`src/rtl/alu_exec_sequencer_pkg.sv`:
```
`default_nettype none
// ============================================================================
// Module   : alu_exec_sequencer_pkg
// Brief    : Shared ALU control/flag types, sequencer state and op decode
// Revision : 1.0
// ============================================================================
package alu_exec_sequencer_pkg;

    localparam int DATA_WIDTH = 16;

    typedef struct packed {
        logic Add;
        logic Sub;
        logic Cmp;
        logic Mul;
        logic Div;
        logic Mod;
        logic Lsl;
        logic Lsr;
        logic Asr;
        logic Or;
        logic And;
        logic Not;
        logic Mov;
    } aluctrl;

    typedef struct packed {
        logic GT;
        logic ET;
    } flg;

    typedef enum logic [1:0] {
        IDLE   = 2'd0,
        MULDIV = 2'd1,
        DONE   = 2'd2
    } alu_seq_state_e;

    typedef enum logic [3:0] {
        OP_ADD, OP_SUB, OP_CMP, OP_MUL, OP_DIV, OP_MOD, OP_LSL,
        OP_LSR, OP_ASR, OP_OR, OP_AND, OP_NOT, OP_MOV, OP_ILLEGAL
    } alu_op_e;

    typedef enum logic [1:0] {
        MD_MUL = 2'd0,
        MD_DIV = 2'd1,
        MD_MOD = 2'd2
    } md_op_e;

    // Resolves multi-hot control words to the single highest-priority op.
    function automatic alu_op_e decode_op(input aluctrl c);
        if (c.Add)      return OP_ADD;
        else if (c.Sub) return OP_SUB;
        else if (c.Cmp) return OP_CMP;
        else if (c.Mul) return OP_MUL;
        else if (c.Div) return OP_DIV;
        else if (c.Mod) return OP_MOD;
        else if (c.Lsl) return OP_LSL;
        else if (c.Lsr) return OP_LSR;
        else if (c.Asr) return OP_ASR;
        else if (c.Or)  return OP_OR;
        else if (c.And) return OP_AND;
        else if (c.Not) return OP_NOT;
        else if (c.Mov) return OP_MOV;
        return OP_ILLEGAL;
    endfunction

endpackage
`default_nettype wire

```
`src/rtl/alu_exec_sequencer_muldiv.sv`:
```
`default_nettype none
// ============================================================================
// Module   : alu_muldiv_iter
// Brief    : Iterative shift-add multiplier and restoring unsigned divider
// Revision : 1.0
// ============================================================================
module alu_muldiv_iter
    import alu_exec_sequencer_pkg::*;
#(
    parameter int WIDTH = DATA_WIDTH
) (
    input  logic             clk,
    input  logic             rst,
    input  logic             start,
    input  logic             isMul,
    input  logic [WIDTH-1:0] opA,
    input  logic [WIDTH-1:0] opB,
    output logic [WIDTH-1:0] product,
    output logic [WIDTH-1:0] quotient,
    output logic [WIDTH-1:0] remainder,
    output logic             done
);

    localparam int                 c_CNT_W = $clog2(WIDTH);
    localparam logic [c_CNT_W-1:0] c_LAST  = c_CNT_W'(WIDTH - 1);

    logic               r_running;
    logic               r_isMul;
    logic [c_CNT_W-1:0] r_count;
    logic [WIDTH-1:0]   r_acc;
    logic [WIDTH-1:0]   r_mcand;
    logic [WIDTH-1:0]   r_mplier;
    logic [WIDTH-1:0]   r_rem;
    logic [WIDTH-1:0]   r_quot;
    logic [WIDTH-1:0]   r_divisor;
    logic [WIDTH:0]     w_remShift;
    logic [WIDTH:0]     w_remSub;

    // Dividend shifts out of the quotient register's MSB as quotient bits shift in.
    assign w_remShift = {r_rem, r_quot[WIDTH-1]};
    assign w_remSub   = w_remShift - {1'b0, r_divisor};

    assign done      = r_running && (r_count == c_LAST);
    assign product   = r_acc;
    assign quotient  = r_quot;
    assign remainder = r_rem;

    always_ff @(posedge clk) begin
        if (rst) begin
            r_running <= 1'b0;
            r_isMul   <= 1'b0;
            r_count   <= '0;
            r_acc     <= '0;
            r_mcand   <= '0;
            r_mplier  <= '0;
            r_rem     <= '0;
            r_quot    <= '0;
            r_divisor <= '0;
        end else if (start) begin
            r_running <= 1'b1;
            r_isMul   <= isMul;
            r_count   <= '0;
            r_acc     <= '0;
            r_mcand   <= opA;
            r_mplier  <= opB;
            r_rem     <= '0;
            r_quot    <= opA;
            r_divisor <= opB;
        end else if (r_running) begin
            r_count <= r_count + c_CNT_W'(1);
            if (done) begin
                r_running <= 1'b0;
            end
            if (r_isMul) begin
                if (r_mplier[0]) begin
                    r_acc <= r_acc + r_mcand;
                end
                r_mcand  <= r_mcand << 1;
                r_mplier <= r_mplier >> 1;
            end else begin
                // A borrow means the trial subtraction failed; keep the shifted value.
                r_rem  <= w_remSub[WIDTH] ? w_remShift[WIDTH-1:0] : w_remSub[WIDTH-1:0];
                r_quot <= {r_quot[WIDTH-2:0], ~w_remSub[WIDTH]};
            end
        end
    end

endmodule
`default_nettype wire

```
`src/rtl/alu_exec_sequencer.sv`:
```
`default_nettype none
// ============================================================================
// Module   : alu_exec_sequencer
// Brief    : ALU execute-stage controller: handshake, flags, mul/div sequencing
// Revision : 1.0
// ============================================================================
module alu_exec_sequencer
    import alu_exec_sequencer_pkg::*;
(
    input  logic                  clk,
    input  logic                  rst,
    input  logic                  in_valid,
    output logic                  in_ready,
    input  aluctrl                ctrl,
    input  logic [DATA_WIDTH-1:0] op_a,
    input  logic [DATA_WIDTH-1:0] op_b,
    output logic                  out_valid,
    input  logic                  out_ready,
    output logic [DATA_WIDTH-1:0] result,
    output flg                    flags,
    output logic                  div_by_zero,
    output logic                  illegal_op,
    output logic                  busy
);

    localparam int c_SH_W = $clog2(DATA_WIDTH);

    alu_seq_state_e        r_state;
    alu_seq_state_e        w_stateNext;
    alu_op_e               w_op;
    md_op_e                w_mdOp;
    md_op_e                r_mdOp;
    logic                  w_accept;
    logic                  w_consume;
    logic                  w_isDivMod;
    logic                  w_divZero;
    logic                  w_isLong;
    logic                  w_scIllegal;
    logic                  w_coreDone;
    logic [c_SH_W-1:0]     w_shamt;
    logic [DATA_WIDTH-1:0] w_scResult;
    logic [DATA_WIDTH-1:0] w_product;
    logic [DATA_WIDTH-1:0] w_quotient;
    logic [DATA_WIDTH-1:0] w_remainder;
    logic [DATA_WIDTH-1:0] w_coreResult;
    flg                    w_cmpFlags;
    logic                  r_outValid;
    logic                  r_useCore;
    logic                  r_divByZero;
    logic                  r_illegalOp;
    logic [DATA_WIDTH-1:0] r_result;
    flg                    r_flags;

    assign in_ready  = (r_state == IDLE) && (!r_outValid || out_ready);
    assign w_accept  = in_valid && in_ready;
    assign w_consume = r_outValid && out_ready;

    always_comb begin
        w_op          = decode_op(ctrl);
        w_shamt       = op_b[c_SH_W-1:0];
        w_divZero     = (op_b == '0);
        w_isDivMod    = (w_op == OP_DIV) || (w_op == OP_MOD);
        w_isLong      = (w_op == OP_MUL) || (w_isDivMod && !w_divZero);
        w_cmpFlags.GT = $signed(op_a) > $signed(op_b);
        w_cmpFlags.ET = (op_a == op_b);
        w_mdOp        = (w_op == OP_MUL) ? MD_MUL : ((w_op == OP_DIV) ? MD_DIV : MD_MOD);
        w_scIllegal   = 1'b0;
        w_scResult    = '0;
        case (w_op)
            OP_ADD:     w_scResult = op_a + op_b;
            OP_SUB:     w_scResult = op_a - op_b;
            // Div/Mod only land here as results when the divisor is zero.
            OP_DIV:     w_scResult = '1;
            OP_MOD:     w_scResult = op_a;
            OP_LSL:     w_scResult = op_a << w_shamt;
            OP_LSR:     w_scResult = op_a >> w_shamt;
            OP_ASR:     w_scResult = $unsigned($signed(op_a) >>> w_shamt);
            OP_OR:      w_scResult = op_a | op_b;
            OP_AND:     w_scResult = op_a & op_b;
            OP_NOT:     w_scResult = ~op_a;
            OP_MOV:     w_scResult = op_b;
            OP_ILLEGAL: w_scIllegal = 1'b1;
            default:    w_scResult = '0;
        endcase
    end

    always_comb begin
        w_stateNext = r_state;
        case (r_state)
            IDLE:    if (w_accept && w_isLong) w_stateNext = MULDIV;
            MULDIV:  if (w_coreDone)           w_stateNext = DONE;
            DONE:    if (w_consume)            w_stateNext = IDLE;
            default: w_stateNext = IDLE;
        endcase
    end

    always_ff @(posedge clk) begin
        if (rst) begin
            r_state <= IDLE;
        end else begin
            r_state <= w_stateNext;
        end
    end

    always_ff @(posedge clk) begin
        if (rst) begin
            r_outValid  <= 1'b0;
            r_useCore   <= 1'b0;
            r_mdOp      <= MD_MUL;
            r_divByZero <= 1'b0;
            r_illegalOp <= 1'b0;
            r_result    <= '0;
            r_flags     <= '0;
        end else begin
            if (w_consume) begin
                r_outValid <= 1'b0;
            end
            if (w_coreDone) begin
                r_outValid <= 1'b1;
            end
            if (w_accept) begin
                r_useCore   <= w_isLong;
                r_mdOp      <= w_mdOp;
                r_divByZero <= w_isDivMod && w_divZero;
                r_illegalOp <= w_scIllegal;
                r_result    <= w_scResult;
                if (!w_isLong) begin
                    r_outValid <= 1'b1;
                end
                if (w_op == OP_CMP) begin
                    r_flags <= w_cmpFlags;
                end
            end
        end
    end

    alu_muldiv_iter #(
        .WIDTH (DATA_WIDTH)
    ) u_muldiv (
        .clk       (clk),
        .rst       (rst),
        .start     (w_accept && w_isLong),
        .isMul     (w_op == OP_MUL),
        .opA       (op_a),
        .opB       (op_b),
        .product   (w_product),
        .quotient  (w_quotient),
        .remainder (w_remainder),
        .done      (w_coreDone)
    );

    always_comb begin
        case (r_mdOp)
            MD_MUL:  w_coreResult = w_product;
            MD_DIV:  w_coreResult = w_quotient;
            default: w_coreResult = w_remainder;
        endcase
    end

    // Core registers hold their final value until the next start, which cannot
    // happen before this result is consumed.
    assign result      = r_useCore ? w_coreResult : r_result;
    assign out_valid   = r_outValid;
    assign flags       = r_flags;
    assign div_by_zero = r_divByZero;
    assign illegal_op  = r_illegalOp;
    assign busy        = (r_state == MULDIV);

endmodule
`default_nettype wire

```
`config.mk`:
```
export PLATFORM = sky130hd
export DESIGN_NAME = alu_exec_sequencer
export DESIGN_NICKNAME = d
export VERILOG_FILES = /design/src/rtl/alu_exec_sequencer_pkg.sv /design/src/rtl/alu_exec_sequencer_muldiv.sv /design/src/rtl/alu_exec_sequencer.sv
export SDC_FILE = /design/constraint.sdc
export NUM_CORES = 1
export LEC_CHECK = 0
export ABC_AREA = 1
export BUFFER_PORTS_ARGS = -buffer_cell sky130_fd_sc_hd__buf_4
export CORE_ASPECT_RATIO = 0.9
export CORE_MARGIN = 8
export CORE_UTILIZATION = 55
export DETAILED_ROUTE_END_ITERATION = 12
export PLACE_DENSITY = 0.76
export SLEW_MARGIN = 20
export SYNTH_ARGS = -nofsm -noshare
export SYNTH_HDL_FRONTEND = slang
export SYNTH_HIERARCHICAL = 1
export SYNTH_SLANG_ARGS = --single-unit
```
`constraint.sdc`:
```
create_clock -name clk -period 2.7 [get_ports clk]
set_input_delay 0.135 -clock clk [delete_from_list [all_inputs] [get_ports clk]]
set_output_delay 0.135 -clock clk [all_outputs]
set_load 0.02 [all_outputs]
```
# Word level (Yosys, flattened, before mapping)
# Cells that the tools add are included.
# Widths: inputs -> output; s select.
[totals]
romBits = 0
ram_bits = 0
latchBits = 0
memories = 0
reg_bits = 128
[classes]
shifts = 3
multipliers = 0
div_mod_pow = 0
addsub = 5
eq_ne = 22
n_bitwise = 5
muxes = 54
n_reduce_logical = 25
magnitude_cmp = 1
[ops]
columns = ["op", "n"]
rows = [
  ["$mux 16", 11],
  ["$pmux 16 s11", 1],
  ["$mux 4", 14],
  ["$add 16x16->16", 2],
  ["$pmux 16 s2", 1],
  ["$eq 4x4->1 const B", 7],
  ["$mux 1", 21],
  ["$sub 17x16->17", 1],
  ["$and 16x16->16", 1],
  ["$eq 16x16->1", 1],
  ["$eq 4x3->1 const B", 4],
  ["$gt 16x16->1", 1],
  ["$logic_not 16->1", 1],
  ["$not 16->16", 1],
  ["$or 16x16->16", 1],
  ["$shl 16x4->16", 1],
  ["$shr 16x4->16", 1],
  ["$sshr 16x4->16", 1],
  ["$sub 16x16->16", 1],
  ["$mux 2", 5],
  ["$eq 4x2->1 const B", 2],
  ["$reduce_and 2->1", 4],
  ["$logic_and 1x1->1", 7],
  ["$ne 2x1->1 const B", 3],
  ["other kinds (14)", 22],
]

# Depth between registers and ports, before layout
# Gate-level depths: netlist of the first run.
[logic_depth]
word_depth = 21
mapped_depth = 25
ltp_nobuf = 23

# By module
# Netlist of the first run, hierarchy kept.
[by_module_without_submodules]
columns = ["module", "area_each_um2", "cells_per_inst", "instances"]
rows = [
  ["alu_exec_sequencer", 6394.9, 1203, 1],
  ["alu_muldiv_iter", 5958.2, 881, 1],
]

# Least setup slack after synthesis of the first run
# No wires, ideal clock.
[synth_timing]
path_type = "input-to-reg"
start = "input ctrl[2] (netlist bit)"
end = "register u_muldiv.r_acc[13], in the netlist u_muldiv/product[13]"
path_slack_ns = 0.213
stages = 19
required_time_ns = 2.644
setup_time_ns = 0.056
arrival_time_ns = 2.431
n_path_buf = 2
path_cell_list = "or2_1 > nor3_2 > inv_2 > nor2_4 > inv_2 > nor2_4 > inv_4 > nand4_4 > inv_2 > o21ai_1 > nand2_1 > nand2_1 > inv_2 > buf_2 > nor2_2 > clkbuf_1 > o21ai_0 > o21bai_1 > inv_1"
[synth_via]
elab_chain_cells = 18
[synth_lines]
columns = ["item", "line", "rtl"]
rows = [
  ["start: declaration", "alu_exec_sequencer.sv:14", "input aluctrl ctrl,"],
  ["$mux 4 / $mux 1 (equally long branches)", "alu_exec_sequencer_pkg.sv:61", "else if (c.And) return OP_AND;"],
  ["$mux 4 / $mux 1 (equally long branches)", "alu_exec_sequencer_pkg.sv:60", "else if (c.Or) return OP_OR;"],
  ["$mux 4 / $mux 1 (equally long branches)", "alu_exec_sequencer_pkg.sv:59", "else if (c.Asr) return OP_ASR;"],
  ["$mux 4 / $mux 1 (equally long branches)", "alu_exec_sequencer_pkg.sv:58", "else if (c.Lsr) return OP_LSR;"],
  ["$mux 4 / $mux 1 (equally long branches)", "alu_exec_sequencer_pkg.sv:57", "else if (c.Lsl) return OP_LSL;"],
  ["$mux 4 / $mux 1 (equally long branches)", "alu_exec_sequencer_pkg.sv:56", "else if (c.Mod) return OP_MOD;"],
  ["$mux 4 / $mux 1 (equally long branches)", "alu_exec_sequencer_pkg.sv:55", "else if (c.Div) return OP_DIV;"],
  ["$mux 4 / $mux 1 (equally long branches)", "alu_exec_sequencer_pkg.sv:54", "else if (c.Mul) return OP_MUL;"],
  ["[2 not listed]", "--", ""],
  ["$mux 4 / $mux 1 (equally long branches)", "alu_exec_sequencer_pkg.sv:51", "if (c.Add) return OP_ADD;"],
  ["$mux 4 (*)", "alu_exec_sequencer_pkg.sv:64", "return OP_ILLEGAL;"],
  ["$eq 4x3->1", "alu_exec_sequencer.sv:62", "w_isDivMod = (w_op == OP_DIV) || (w_op == OP_MOD);"],
  ["$logic_or 1x1->1", "alu_exec_sequencer.sv:62", ""],
  ["$logic_and 1x1->1", "alu_exec_sequencer.sv:63", "w_isLong = (w_op == OP_MUL) || (w_isDivMod && !w_divZero);"],
  ["$logic_or 1x1->1 (*)", "alu_exec_sequencer.sv:63", ""],
  ["$logic_and 1x1->1 (*)", "alu_exec_sequencer.sv:142", ".start (w_accept && w_isLong),"],
  ["$reduce_or 2->1 (no line) (*)", "--", ""],
  ["end signal: assignment", "alu_exec_sequencer_muldiv.sv:76", "r_acc <= r_acc + r_mcand;"],
  ["end: declaration", "alu_exec_sequencer_muldiv.sv:30", "logic [WIDTH-1:0] r_acc;"],
]
# Mark *: on every way between the ends. The rest lies on a longest branch, timed or not.
# A chain may end at the register's enable or synchronous reset.

# Worst setup path in the final report of the first run
[layout_timing]
start = "register u_muldiv.r_quot[15], in the netlist u_muldiv/quotient[15]"
end = "register u_muldiv.r_rem[5], in the netlist u_muldiv/remainder[5]"
[layout_via]
elab_chain_cells = 2
[layout_lines]
columns = ["item", "line", "rtl"]
rows = [
  ["start: declaration", "alu_exec_sequencer_muldiv.sv:34", "logic [WIDTH-1:0] r_quot;"],
  ["start signal: assignment", "alu_exec_sequencer_muldiv.sv:67", "r_quot <= opA;"],
  ["start signal: assignment", "alu_exec_sequencer_muldiv.sv:83", "r_quot <= {r_quot[WIDTH-2:0], ~w_remSub[WIDTH]};"],
  ["$sub 17x16->17", "alu_exec_sequencer_muldiv.sv:41", "assign w_remSub = w_remShift - {1'b0, r_divisor};"],
  ["$mux 16", "alu_exec_sequencer_muldiv.sv:82", "r_rem <= w_remSub[WIDTH] ? w_remShift[WIDTH-1:0] : w_remSub[WIDTH-1:0];"],
  ["end signal: assignment", "alu_exec_sequencer_muldiv.sv:82", ""],
  ["end: declaration", "alu_exec_sequencer_muldiv.sv:33", "logic [WIDTH-1:0] r_rem;"],
]
# No other way between the ends.

==> results.ini, run 1 <==
[status]
run_status = finished, final reports clean

[grt]
grt_overflow = 0
grt_pass1_wl_um = 73180
antenna_found_initial = 1
grt_pass1_vias = 13660
grt_max_degree = 51
track_usage = 0.3339

[drt]
wire_per_inst_um = 18.88
first_pass_iters = 9
antenna_left = 0
viasPerCell = 5.888
drt_iter0_drc = 1997
drcViolationCount = 0
wirelength_um = 47010
vias = 14660

[synth]
ys_ff_latch = 128
ys_warn_count = 6
netlist_area_um2 = 12350
ys_types = 59
yosysSeqAreaShare = 0.2074
synth-main-ff-cell = dfxtp_1
postSynthCellCount = 2084
synth_nets = 2218
syn_area_per_cell_um2 = 5.928
async_flop_share = 0
synth_edf_count = 0

[clock_tree]
clk_path_buf_depth = 2
cts_tree = built
cts.sinks = 128
insertion_delay_ns = 0.43
cts_buffers = 17
hold_buffers = 0
cts-root-buf = clkbuf_16
clk_transition_reported_paths_ns = 0.06
htree_levels = 4
post_cts_buffers = 0

[timing]
relSlewSlack = 0.5033
drv_slew = 0
hold_viol = 0
min_period_ns = 2.485
setup_violations = 0
fmax_ghz = 0.4023
worst_clock_skew_ns = 0.01207
tightest_slew_ns = 0.7443
rsz0062_at_grt = false
tns_ns = 0
layout_worst_path_cycle_share = 0.9205

[die]
die_w_um = 174.0
initial_core_util = 0.5552
die_area_um2 = 27520
ios = 72
die_y_um = 158.2
core_area_um2 = 22250
row_count = 52

[power]
power.leakage_uw = 0.007040
finalPower_uw = 6913
peakVddDrop_mv = 0.3630
cellPowerDensity_nw_per_um2 = 485.5

[critical_path]
criticalPathCategory = reg2reg
rr_worst_depth = 15
cp.arrival_ns = 2.81
worst_setup_path_start_kind = flip-flop
r2r_start = u_muldiv/quotient[15]
r2r_end = u_muldiv/remainder[5]
crit_required_ns = 3.03
reg2reg_slack_ns = 0.21
worstPathMaxFanout = 16
endpoint_kind = flip-flop

[min_path]
min_to = r_state[1]
holdPathStages = 4
hold_path_class = in2reg
hp-start = out_ready

[final_layout]
synthToLayoutAreaGrowth_pct = 15.25
antenna_cells = 0
layout_common_cells = nand2_1, inv_1, buf_4, nor2_1, a21oi_1
layout_commonest_cell = nand2_1
stdcell_count = 2490
nets = 2314
drive_gt1_frac = 0.1263

[run]
maxCapViolations = 0

[placement]
detailed_place_hpwl_um = 36070
io_buffers = 71
dpl.cell_count = 2458
finalWeightedCongestion = 1.063

[cell families (layout without fill, tap and decap cells)]
logic type | after synthesis | count (layout) | synth area share
fa+ha+maj | 85 | 85 | 0.08852
buf+inv | 372 | 481 | 0.1224
xor+xnor | 27 | 27 | 0.01914
simple gates | 1074 | 1074 | 0.3813
compound gates | 397 | 397 | 0.1804
mux | 1 | 1 | 0.0008103
flops | 128 | 128 | 0.2074
[registers in the layout (all words and copies together) (netlist names), 4 cells and up]
signal and flops:
u_muldiv/r_divisor 16, u_muldiv/r_mcand 16, u_muldiv/quotient 16, u_muldiv/r_count 4, r_result 16, u_muldiv/product 16, u_muldiv/remainder 16, u_muldiv/r_mplier 16
[power breakdown]
part	internal, µW	switching (µW)	total, µW
Sequential	1960	78.2	2040
Clock	1470	932	2400
Combinational	856	1620	2470
[layer usage]
| metal | wire, µm | global-route usage |
|---|---|---|
| met5 | 9 | 0 |
| met4 | 3134 | 0.2184 |
| met3 | 4589 | 0.05365 |
| met2 | 20610 | 0.5359 |
| met1 | 18670 | 0.4126 |
[synth_stat cells (9+ instances only)]
cell,n,area (µm²)
nor2_1,161,604.3
dfxtp_1,128,2562
nand3_1,147,735.7
a31oi_1,26,162.7
inv_2,17,63.81
o22ai_1,17,106.4
nor2_2,9,56.30
xor2_1,25,219.0
a211oi_1,12,90.09
ha_1,81,1013
o21ai_0,128,640.6
inv_1,258,968.4
nand3b_1,11,82.58
nor3_1,12,60.06
nand2_2,21,131.4
nand4_1,58,362.9
o21bai_1,18,135.1
nand2_1,619,2323
buf_2,27,135.1
a21oi_1,155,775.7
clkbuf_1,46,172.7
[worst max-delay path, stage by stage (launching register included)]
cell and delay [ns]:
dfxtp_1 0.38, inv_1 0.09, ha_1 0.24, fa_1 0.42
inv_1 0.07, nand2_1 0.05, nand2_1 0.10, nand3_1 0.08
nand2_1 0.12, nand2_2 0.09, nand2_2 0.08, nand2_4 0.05
buf_4 0.20, nand3b_1 0.10, nand3_1 0.10, a21oi_1 0.21
[worst max-delay path by stage]
stage / start / to / slack (ns) / cells past startpoint
2_1_floorplan: ctrl[2] / u_muldiv/product[13] / 0.21 / 19
3_5_place_dp: ctrl[2] / u_muldiv/r_mcand[13] / 0.09 / 21
4_1_cts: r_mdOp[1] / result[14] / 0.04 / 6
3_3_place_gp: ctrl[2] / u_muldiv/r_mcand[12] / 0.19 / 21
6_report: u_muldiv/quotient[15] / u_muldiv/remainder[5] / 0.21 / 15
5_1_grt: u_muldiv/quotient[15] / u_muldiv/remainder[5] / 0.09 / 15
[repair_timing]
item,in CTS,in global routing
setup endpoints to repair,0,15
hold endpoints to repair,0,0
resized for setup,0,1
[final cells by class]
class | instances | area [µm²]
well taps | 297 | 371.6
clock buffers | 18 | 429.2
clock inverters | 14 | 176.4
fillers | 2152 | 8014
inverters | 279 | 1050
multi-input cells | 1584 | 8284
flip-flops and latches | 128 | 2562
repair buffers | 170 | 1364
[through the flow]
stage | setup WS, ns | cell area, µm² | hold WS, ns | util
after floorplan | 0.2133 | 12350 | 0.2133 | -
after CTS | 0.04181 | 14230 | 0.004587 | 0.6397
after global placement | 0.1941 | 13630 | 0.4383 | 0.6124
after detailed placement | 0.09035 | 13630 | 0.4480 | 0.6125
final | 0.2146 | 14240 | 0.01738 | 0.6398
after global routing | 0.09353 | 14240 | 0.03147 | 0.6398
(Power assumes the default switching activity.)
==> run 2: changes to the inputs <==
Settings changed: PLACE_DENSITY 0.76 to 0.73.
Clock period 2.7 ns to 3.15 ns, I/O delays scaled along.
==> run 2 against run 1 <==
  * Fmax is 6.7% lower
  * Hold slack better by 0.030 ns
  * Routed wire length shrank 5.2%
  * Combinational power decreased by 19%
  * Clock power down 17%
  * Largest power group is now the clock network
  * Highest routed layer is now met4
==> results.ini, run 2 (synthesis gave the netlist of run 1 again) <==
[timing]
setup_violations = 0  ; unchanged
fin_ws_ns = 0.4851  ; +0.2705 ns
layout_worst_path_cycle_share = 0.8460  ; -0.07452
hold_viol = 0  ; unchanged
worst_clock_skew_ns = 0.007476  ; -0.004591 ns
relSlewSlack = 0.4365  ; -0.06678
fmax_ghz = 0.3752  ; -6.7%
tns_ns = 0  ; unchanged
rsz0062_at_grt = false
drv_slew = 0  ; unchanged
tightest_slew_ns = 0.8364  ; +0.09214 ns
min_period_ns = 2.665  ; +0.1795 ns

[power]
peakVddDrop_mv = 0.3864  ; +6.4%
cellPowerDensity_nw_per_um2 = 418.8  ; -14%
power.leakage_uw = 0.006727  ; -4.4%

[final_layout]
antenna_cells = 0  ; unchanged
drive_gt1_frac = 0.1007  ; -0.02556
layout_common_cells = nand2_1, inv_1, nor2_1, a21oi_1, nand3_1
synthToLayoutAreaGrowth_pct = 10.96
fill_cells = 2152  ; unchanged
stdcell_count = 2431  ; -2.4%
nets = 2255  ; -2.5%
layout_commonest_cell = nand2_1

[clock_tree]
cts_tree = built
clk_transition_reported_paths_ns = 0.05  ; about the same
post_cts_buffers = 0  ; unchanged
cts.sinks = 128  ; unchanged
hold_buffers = 0  ; unchanged
insertion_delay_ns = 0.42  ; about the same
cts-root-buf = clkbuf_16
post_cts_resized = 0  ; unchanged
htree_levels = 4  ; unchanged
cts_buffers = 17  ; unchanged
clk_path_buf_depth = 2  ; unchanged

[die]
core_area_um2 = 22250  ; unchanged
row_count = 52  ; unchanged
die_w_um = 174.0  ; unchanged
initial_core_util = 0.5552  ; unchanged
die_y_um = 158.2  ; unchanged
die_area_um2 = 27520  ; unchanged
ios = 72  ; unchanged

[critical_path]
r2r_end = u_muldiv/remainder[14]
crit_required_ns = 3.48  ; +0.45 ns
worst_setup_path_start_kind = flip-flop
criticalPathCategory = reg2reg
r2r_start = u_muldiv/quotient[15]
rr_worst_depth = 16  ; +1
endpoint_kind = flip-flop
worstPathMaxFanout = 17  ; +1
cp.arrival_ns = 3.00  ; +0.19 ns
reg2reg_slack_ns = 0.49  ; +0.27 ns

[grt]
grt_max_degree = 45  ; -12%
antenna_found_initial = 0  ; -1
grt_pass1_vias = 12850  ; -5.9%
track_usage = 0.3159  ; -0.01793
grt_pass1_wl_um = 69890  ; -4.5%
grt_overflow = 0  ; unchanged

[placement]
io_buffers = 71  ; unchanged
finalWeightedCongestion = 1.043  ; -1.9%
detailed_place_hpwl_um = 34170  ; -5.3%
dp_slack_ns = 0.2167  ; +0.1264 ns
dpl.cell_count = 2399  ; -2.4%

[drt]
drcViolationCount = 0  ; unchanged
first_pass_iters = 6  ; -3
wirelength_um = 44550  ; -5.2%
vias = 14150  ; -3.5%
wire_per_inst_um = 18.33  ; -2.9%
viasPerCell = 5.821  ; -1.1%
antenna_left = 0  ; unchanged
drt_iter0_drc = 1935  ; -3.1%

[min_path]
min_to = r_state[1]
holdPathStages = 4  ; unchanged
hp-start = out_ready
hold_path_class = in2reg

[run]
maxCapViolations = 0  ; unchanged

[status]
run_status = finished, final reports clean

==> run 2: worst max path at each step <==
stage / cells past startpoint / start / slack (ns) / end
after global placement: 20 / ctrl[2] / 0.32 / u_muldiv/r_mcand[4]
after detailed placement: 20 / ctrl[2] / 0.22 / u_muldiv/r_mcand[9]
after global routing: 16 / u_muldiv/quotient[15] / 0.31 / u_muldiv/remainder[15]
final: 16 / u_muldiv/quotient[15] / 0.49 / u_muldiv/remainder[14]
after floorplan: 19 / ctrl[2] / 0.64 / u_muldiv/product[13]
after CTS: 16 / u_muldiv/quotient[15] / 0.52 / u_muldiv/remainder[14]
==> run 2: stage by stage <==
| stage | hold slack, ns | util | power [µW] | instance area [µm²] |
|---|---|---|---|---|
| CTS | 0.03213 | 0.6160 | 5706 | 13710 |
| global route | 0.07302 | 0.6160 | 6029 | 13710 |
| floorplan | 0.2358 | - | 3171 | 12350 |
| finish | 0.04744 | 0.6160 | 5741 | 13710 |
| detailed placement | 0.4540 | 0.5891 | 3725 | 13110 |
| global placement | 0.4465 | 0.5891 | 3708 | 13110 |
==> run 2: report_power, final <==
part | internal [µW] | leakage [µW] | switching (µW)
Clock | 1280 | 0.000289 | 723
Sequential | 1680 | 0.00104 | 65.2
Combinational | 654 | 0.00540 | 1340
==> run 2: cell type report <==
type,count,area (µm²),share of cell area
multi-input combinational,1584,8279,0.6040
tap,297,371.6,0.02711
clock buffer,21,460.4,0.03359
sequential,128,2562,0.1869
inverter,279,1050,0.07659
timing repair buffer,111,845.8,0.06171
clock inverter,11,137.6,0.01004
==> run 2: worst max-delay path, cell delays in order (launching register included) <==
cell	delay [ns]
dfxtp_1	0.39
inv_1	0.09
ha_1	0.23
fa_1	0.43
inv_1	0.09
nand2_1	0.06
nand2_1	0.14
nand3_1	0.09
nand2_1	0.14
nand2_2	0.10
nand2_2	0.08
nand2_4	0.14
nand2_4	0.26
nand2_1	0.09
nand2_1	0.07
nand2_1	0.05
a21oi_1	0.12
==> run 2: per-layer routing <==
metal / vias up / track usage / part of all wire / routed length [µm]
met3: 138 / 0.04363 / 0.083 / 3694
met1: 6435 / 0.4066 / 0.42 / 18840
li1: 6859 / - / - / -
met5: - / 0 / 0 / 0
met4: 0 / 0.1692 / 0.055 / 2429
met2: 720 / 0.5087 / 0.44 / 19590
